<file path="src/rtl/frame_sequencer_if.sv">
// Frame sequencer control/handshake bundle: run/step/config inputs, the phase
// start/done handshake, and frame status outputs.
interface frame_sequencer_if #(
   parameter int CNT_W  = 20,
   parameter int FCNT_W = 16
);
   logic              run;
   logic              step;
   logic [CNT_W-1:0]  cfg_period;
   logic              cfg_valid;
   logic              cfg_ready;
   logic [2:0]        phase_start;
   logic [2:0]        phase_done;
   logic              frame_tick;
   logic              busy;
   logic              overrun;
   logic [FCNT_W-1:0] frame_count;

   modport master (
      output run, step, cfg_period, cfg_valid, phase_done,
      input  cfg_ready, phase_start, frame_tick, busy, overrun, frame_count
   );

   modport slave (
      input  run, step, cfg_period, cfg_valid, phase_done,
      output cfg_ready, phase_start, frame_tick, busy, overrun, frame_count
   );
endinterface

</file>
<file path="src/rtl/frame_sequencer.sv">
// Game frame controller: a tick prescaler that launches an input/update/draw
// phase sequence per tick via start/done handshakes, with pause, step and overrun.
module frame_sequencer #(
   parameter int               CNT_W          = 20,
   parameter logic [CNT_W-1:0] DEFAULT_PERIOD = 20'h7A120,
   parameter int               FCNT_W         = 16
) (
   input  logic                 CLK,
   input  logic                 reset,
   frame_sequencer_if.slave     bus,
   output logic [2:0]           state_dbg
);

   typedef enum logic [2:0] {
      ST_IDLE = 3'd0,
      ST_WAIT = 3'd1,
      ST_PH0  = 3'd2,
      ST_PH1  = 3'd3,
      ST_PH2  = 3'd4
   } state_t;

   localparam logic [CNT_W-1:0]  MIN_PERIOD = 2;
   localparam logic [CNT_W-1:0]  ONE_C      = 1;
   localparam logic [FCNT_W-1:0] ONE_F      = 1;
   localparam logic [CNT_W-1:0]  RST_PERIOD =
      (DEFAULT_PERIOD < MIN_PERIOD) ? MIN_PERIOD : DEFAULT_PERIOD;

   state_t             state_q, state_d;
   logic               first_q;
   logic [CNT_W-1:0]   cnt_q;
   logic [CNT_W-1:0]   period_q;
   logic               tick_q;
   logic               overrun_q;
   logic [FCNT_W-1:0]  fcnt_q;
   logic               tc;
   logic               busy;
   logic               cfg_ready;
   logic               cfg_accept;
   logic               frame_done;
   logic [2:0]         start;

   assign tc         = bus.run && (cnt_q == period_q);
   assign busy       = (state_q == ST_PH0) || (state_q == ST_PH1) || (state_q == ST_PH2);
   // Config handshake: a word transfers on any edge where cfg_valid and cfg_ready
   // are both high; cfg_ready is only offered while idle and paused.
   assign cfg_ready  = (state_q == ST_IDLE) && !bus.run;
   assign cfg_accept = bus.cfg_valid && cfg_ready;

   always_comb begin
      state_d    = state_q;
      frame_done = 1'b0;
      start      = 3'b000;
      case (state_q)
         ST_IDLE: begin
            if (bus.run)       state_d = ST_WAIT;
            else if (bus.step) state_d = ST_PH0;
         end
         ST_WAIT: begin
            if (!bus.run) state_d = ST_IDLE;
            else if (tc)  state_d = ST_PH0;
         end
         // Done during the start cycle is ignored, so a level-style done left
         // high from the previous phase cannot skip this one.
         ST_PH0: begin
            start[0] = first_q;
            if (!first_q && bus.phase_done[0]) state_d = ST_PH1;
         end
         ST_PH1: begin
            start[1] = first_q;
            if (!first_q && bus.phase_done[1]) state_d = ST_PH2;
         end
         ST_PH2: begin
            start[2] = first_q;
            if (!first_q && bus.phase_done[2]) begin
               frame_done = 1'b1;
               state_d    = bus.run ? ST_WAIT : ST_IDLE;
            end
         end
         default: state_d = ST_IDLE;
      endcase
   end

   always_ff @(posedge CLK) begin
      if (!reset) begin
         state_q   <= ST_IDLE;
         first_q   <= 1'b0;
         cnt_q     <= '0;
         period_q  <= RST_PERIOD;
         tick_q    <= 1'b0;
         overrun_q <= 1'b0;
         fcnt_q    <= '0;
      end else begin
         state_q <= state_d;
         first_q <= (state_d != state_q);
         tick_q  <= tc;
         if (cfg_accept || !bus.run || tc) cnt_q <= '0;
         else                              cnt_q <= cnt_q + ONE_C;
         if (cfg_accept)
            period_q <= (bus.cfg_period < MIN_PERIOD) ? MIN_PERIOD : bus.cfg_period;
         // A tick landing on a busy cycle (including the final done edge) is dropped.
         if (cfg_accept)     overrun_q <= 1'b0;
         else if (tc && busy) overrun_q <= 1'b1;
         if (frame_done) fcnt_q <= fcnt_q + ONE_F;
      end
   end

   assign bus.cfg_ready   = cfg_ready;
   assign bus.phase_start = start;
   assign bus.frame_tick  = tick_q;
   assign bus.busy        = busy;
   assign bus.overrun     = overrun_q;
   assign bus.frame_count = fcnt_q;
   assign state_dbg       = state_q;

endmodule

</file>
<file path="src/flat_wrapper.sv">
// flat-port wrapper written by rule: the top's interface ports become plain ports
module frame_sequencer_flat 
#(
   parameter int               CNT_W          = 20,
   parameter logic [CNT_W-1:0] DEFAULT_PERIOD = 20'h7A120,
   parameter int               FCNT_W         = 16
)
  (CLK, reset, state_dbg, bus_run, bus_step, bus_cfg_period, bus_cfg_valid, bus_phase_done, bus_cfg_ready, bus_phase_start, bus_frame_tick, bus_busy, bus_overrun, bus_frame_count);
  frame_sequencer_if #(.CNT_W(CNT_W), .FCNT_W(FCNT_W)) bus_i ();
  input  logic CLK;
  input  logic reset;
  output logic [2:0] state_dbg;
  input wire logic [$bits(bus_i.run)-1:0] bus_run;
  input wire logic [$bits(bus_i.step)-1:0] bus_step;
  input wire logic [$bits(bus_i.cfg_period)-1:0] bus_cfg_period;
  input wire logic [$bits(bus_i.cfg_valid)-1:0] bus_cfg_valid;
  input wire logic [$bits(bus_i.phase_done)-1:0] bus_phase_done;
  output wire logic [$bits(bus_i.cfg_ready)-1:0] bus_cfg_ready;
  output wire logic [$bits(bus_i.phase_start)-1:0] bus_phase_start;
  output wire logic [$bits(bus_i.frame_tick)-1:0] bus_frame_tick;
  output wire logic [$bits(bus_i.busy)-1:0] bus_busy;
  output wire logic [$bits(bus_i.overrun)-1:0] bus_overrun;
  output wire logic [$bits(bus_i.frame_count)-1:0] bus_frame_count;
  assign bus_i.run = bus_run;
  assign bus_i.step = bus_step;
  assign bus_i.cfg_period = bus_cfg_period;
  assign bus_i.cfg_valid = bus_cfg_valid;
  assign bus_i.phase_done = bus_phase_done;
  assign bus_cfg_ready = bus_i.cfg_ready;
  assign bus_phase_start = bus_i.phase_start;
  assign bus_frame_tick = bus_i.frame_tick;
  assign bus_busy = bus_i.busy;
  assign bus_overrun = bus_i.overrun;
  assign bus_frame_count = bus_i.frame_count;
  frame_sequencer #(.CNT_W(CNT_W), .DEFAULT_PERIOD(DEFAULT_PERIOD), .FCNT_W(FCNT_W)) u_core (.CLK(CLK), .reset(reset), .bus(bus_i), .state_dbg(state_dbg));
endmodule
</file>
<file path="config.mk">
export PLATFORM = sky130hd
export DESIGN_NAME = frame_sequencer_flat
export DESIGN_NICKNAME = d
export VERILOG_FILES = /design/src/rtl/frame_sequencer_if.sv /design/src/rtl/frame_sequencer.sv /design/src/flat_wrapper.sv
export SDC_FILE = /design/constraint.sdc
export NUM_CORES = 1
export LEC_CHECK = 0
export ABC_CLOCK_PERIOD_IN_PS = 1700
export CAP_MARGIN = 20
export CORE_MARGIN = 2
export CORE_UTILIZATION = 42
export DETAILED_ROUTE_END_ITERATION = 7
export PLACE_DENSITY = 0.68
export REMOVE_ABC_BUFFERS = 1
export SLEW_MARGIN = 20
export SYNTH_ARGS = -nofsm -noshare
export SYNTH_HDL_FRONTEND = slang
export SYNTH_SLANG_ARGS = --single-unit
</file>
<file path="constraint.sdc">
create_clock -name CLK -period 1.7 [get_ports CLK]
set_input_delay 0.17 -clock CLK [delete_from_list [all_inputs] [get_ports CLK]]
set_output_delay 0.17 -clock CLK [all_outputs]
set_load 0.01 [all_outputs]
</file>
==> metrics <==
status=complete, no violations; crit start category=register; Max H-tree Level=3; post-route cell area=4260 µm²; leak pwr=1.74 nW; final core occ=0.594; post-route ant nets=0; CTS tree=done; final net count=~450; ant diodes=0; fraction of registers with async set/reset=0; TritonRoute pass-1 iters=5; Arr. time, crit path=1.96 ns; Period Utilization, post-route=0.981; initial antenna violation count=0; EDFF count, synth=0; commonest cells after routing, fill and taps aside=dfxtp_1 (57), clkdlybuf4s50_1 (40), nand2_1 (37), buf_4 (33), xor2_1 (25); sequential area share after synthesis=0.401; RSZ-0062 raised after global routing=yes; CP Max Fanout=8; routed via count=~2.7k; P&R area growth vs syn=37.6%; TritonCTS buffer count=9; largest net degree at the start of global routing=29; Core Rows=31; Die Ht=89.9 µm; Finish-stage setup viols=0; via/cell ratio=5.19; die area=approximately 8000 µm²; hpwl dp=roughly 5700 µm; DP Area=between 3000 and 4000 µm²; max-cap violations=0; number of I/O pins=54; mean post-synth cell area=9.05 µm²; launching point of the worst reg2reg path=u_core.state_dbg[0]$_SDFF_PN0_; Mapped Area=3100 µm²; flops & latches, synth=62; post-synth top area cell=dfxtp_1; Die Wd=89.9 µm; fin crit period=1.67 ns; warnings from Yosys=0; Fmax achieved=600 MHz; r2r endpoint=u_core.bus.frame_count[13]$_SDFFE_PN0P_; GRT overflow=0; reg-to-reg slack, setup=0.03 ns; fill cell count=654; Synth top area share=0.401; Global Route Usage Sum=0.193; drt drc=0; crit end category=register; CP Cell Sequence=nor3b_4, buf_6, nand4_4, nor4_4, xor2_1, and2_1; commonest non-fill, non-tap cell in the layout=dfxtp_1; Slew Limit Headroom=0.720; deepest clock path buffer count=2; Post-synth top flop=dfxtp_1; worst-skew pair later-pin latency=~0.34 ns; Worst EP required=1.99 ns; clk_skew=just over 0.008 ns; Worst-path clk slew=around 0.070 ns; PortBufs=53; Slew Viols, Final=0; Crit-path slowest cell=dfxtp_2; vias in the first global route=2616; root buffer cell=clkbuf_8; gpl congestion=about 0.82; Syn Inst Count=342; Worst VDD drop=0.391 mV; synth top area cells=dfxtp_1 (40%), xor2_1 (7.1%), xnor2_1 (6.5%); R2R cell count=6; Worst-Margin Slew=0.419 ns; Netlist cell types=47; global-route wire length before repair=12400 µm; Iter 0 DRT Violations=117; Starting Density=0.431; PD cells=730 nW/µm²; layout cells sized above 1=0.185; Worst Setup SP=u_core.state_dbg[0]$_SDFF_PN0_; worst setup path end=u_core.bus.frame_count[13]$_SDFFE_PN0P_; CTS sink count=62; Largest stage delay, worst path=roughly 0.36 ns; critical path class=reg2reg; core area=7180 µm²; Min Hold Slack=0.112 ns; Hold WC Path Type=in2reg; Hold Fails Final Rpt=0; wire per inst=14.6 µm; DRT Wirelength=7710 µm
==> sequential cells by signal, indices dropped and copies added, names as in the netlist <==
register	cells
u_core.cnt_q	20
u_core.first_q	1
u_core.bus.frame_count	16
u_core.state_dbg	3
u_core.bus.overrun	1
u_core.bus.frame_tick	1
u_core.period_q	20
==> area by class of cell <==
type	instances	area [µm²]	share of cell area
multi-input combinational	256	1850	0.434
sequential	62	1250	0.294
timing repair buffer	89	836	0.196
clock buffer	13	169	0.0397
tap	99	124	0.0291
inverter	6	22.5	0.00529
clock inverter	1	5.00	0.00118
==> critical path: cells and delay by family (launching register included) <==
family	cells	cell delay (ns)
buffers and inverters	1	0.16
DFF	1	0.36
xor gates and xnor gates	1	0.19
and+or+nand+nor	4	0.91
==> cell families after synthesis <==
family | count (synthesis) | synth area share
simple gates | 165 | 0.322
xor+xnor | 48 | 0.136
mux | 1 | 0.00323
fa+ha+maj | 2 | 0.00808
compound gates | 40 | 0.0901
flops | 62 | 0.401
buf+inv | 24 | 0.0400
==> Yosys cell counts, drive strengths merged, types with 3 or more instances <==
library cell / number
o21ai: 8
nand2: 37
nor2: 10
xnor2: 23
and3: 5
a21oi: 6
or3: 5
a31oi: 3
inv: 6
nand3: 20
a22o: 8
nor3: 19
a21boi: 10
xor2: 25
nand4: 15
nand2b: 5
and2: 21
clkbuf: 9
nor2b: 3
and4: 4
nor4: 12
dfxtp: 62
nor3b: 3
buf: 9
==> stage by stage <==
stage	setup slack (ns)	total power [mW]	setup TNS [ns]	std cells
4_1_cts	0.00259	3.14	0	526
6_report	0.0328	3.11	0	526
5_1_grt	-0.110	3.23	-0.116	526
2_1_floorplan	-0.150	1.74	-1.20	324
3_5_place_dp	-0.462	1.94	-3.92	511
3_3_place_gp	-0.398	1.94	-3.32	511
==> timing repair <==
item                                    in CTS  in global routing
hold buffers                                 0                  0
pin swaps                                    5                 12
buffers inserted                             1                  0
endpoints found under the setup margin      20                 20
gates resized for setup                     16                 26
endpoints found under the hold margin        0                  0
==> how the worst min path moves through the flow <==
stage / slack [ns] / cells past startpoint / to / startpoint
global route: 0.11 / 3 / u_core.period_q[15]$_SDFFE_PN1P_ / bus_cfg_period[15]
finish: 0.11 / 3 / u_core.period_q[15]$_SDFFE_PN1P_ / bus_cfg_period[15]
floorplan: 0.24 / 1 / u_core.period_q[13]$_SDFFE_PN1P_ / reset
CTS: 0.41 / 2 / u_core.period_q[0]$_SDFFE_PN0P_ / bus_cfg_period[0]
detailed placement: 0.47 / 2 / u_core.period_q[2]$_SDFFE_PN0P_ / u_core.period_q[2]$_SDFFE_PN0P_
global placement: 0.47 / 2 / u_core.period_q[2]$_SDFFE_PN0P_ / u_core.period_q[2]$_SDFFE_PN0P_
==> metal layers <==
layer	global-route usage	wire (µm)
met5	0	0
met3	0.0427	334
met4	0.0731	102
met1	0.248	3560
met2	0.317	3710
==> power by group <==
| part | internal [mW] | switching [mW] | total, mW |
|---|---|---|---|
| sequential | 1.49 | 0.0458 | 1.54 |
| combinational | 0.206 | 0.181 | 0.387 |
| clock | 0.631 | 0.550 | 1.18 |
Note: power is estimated with default switching activity, not from simulation.
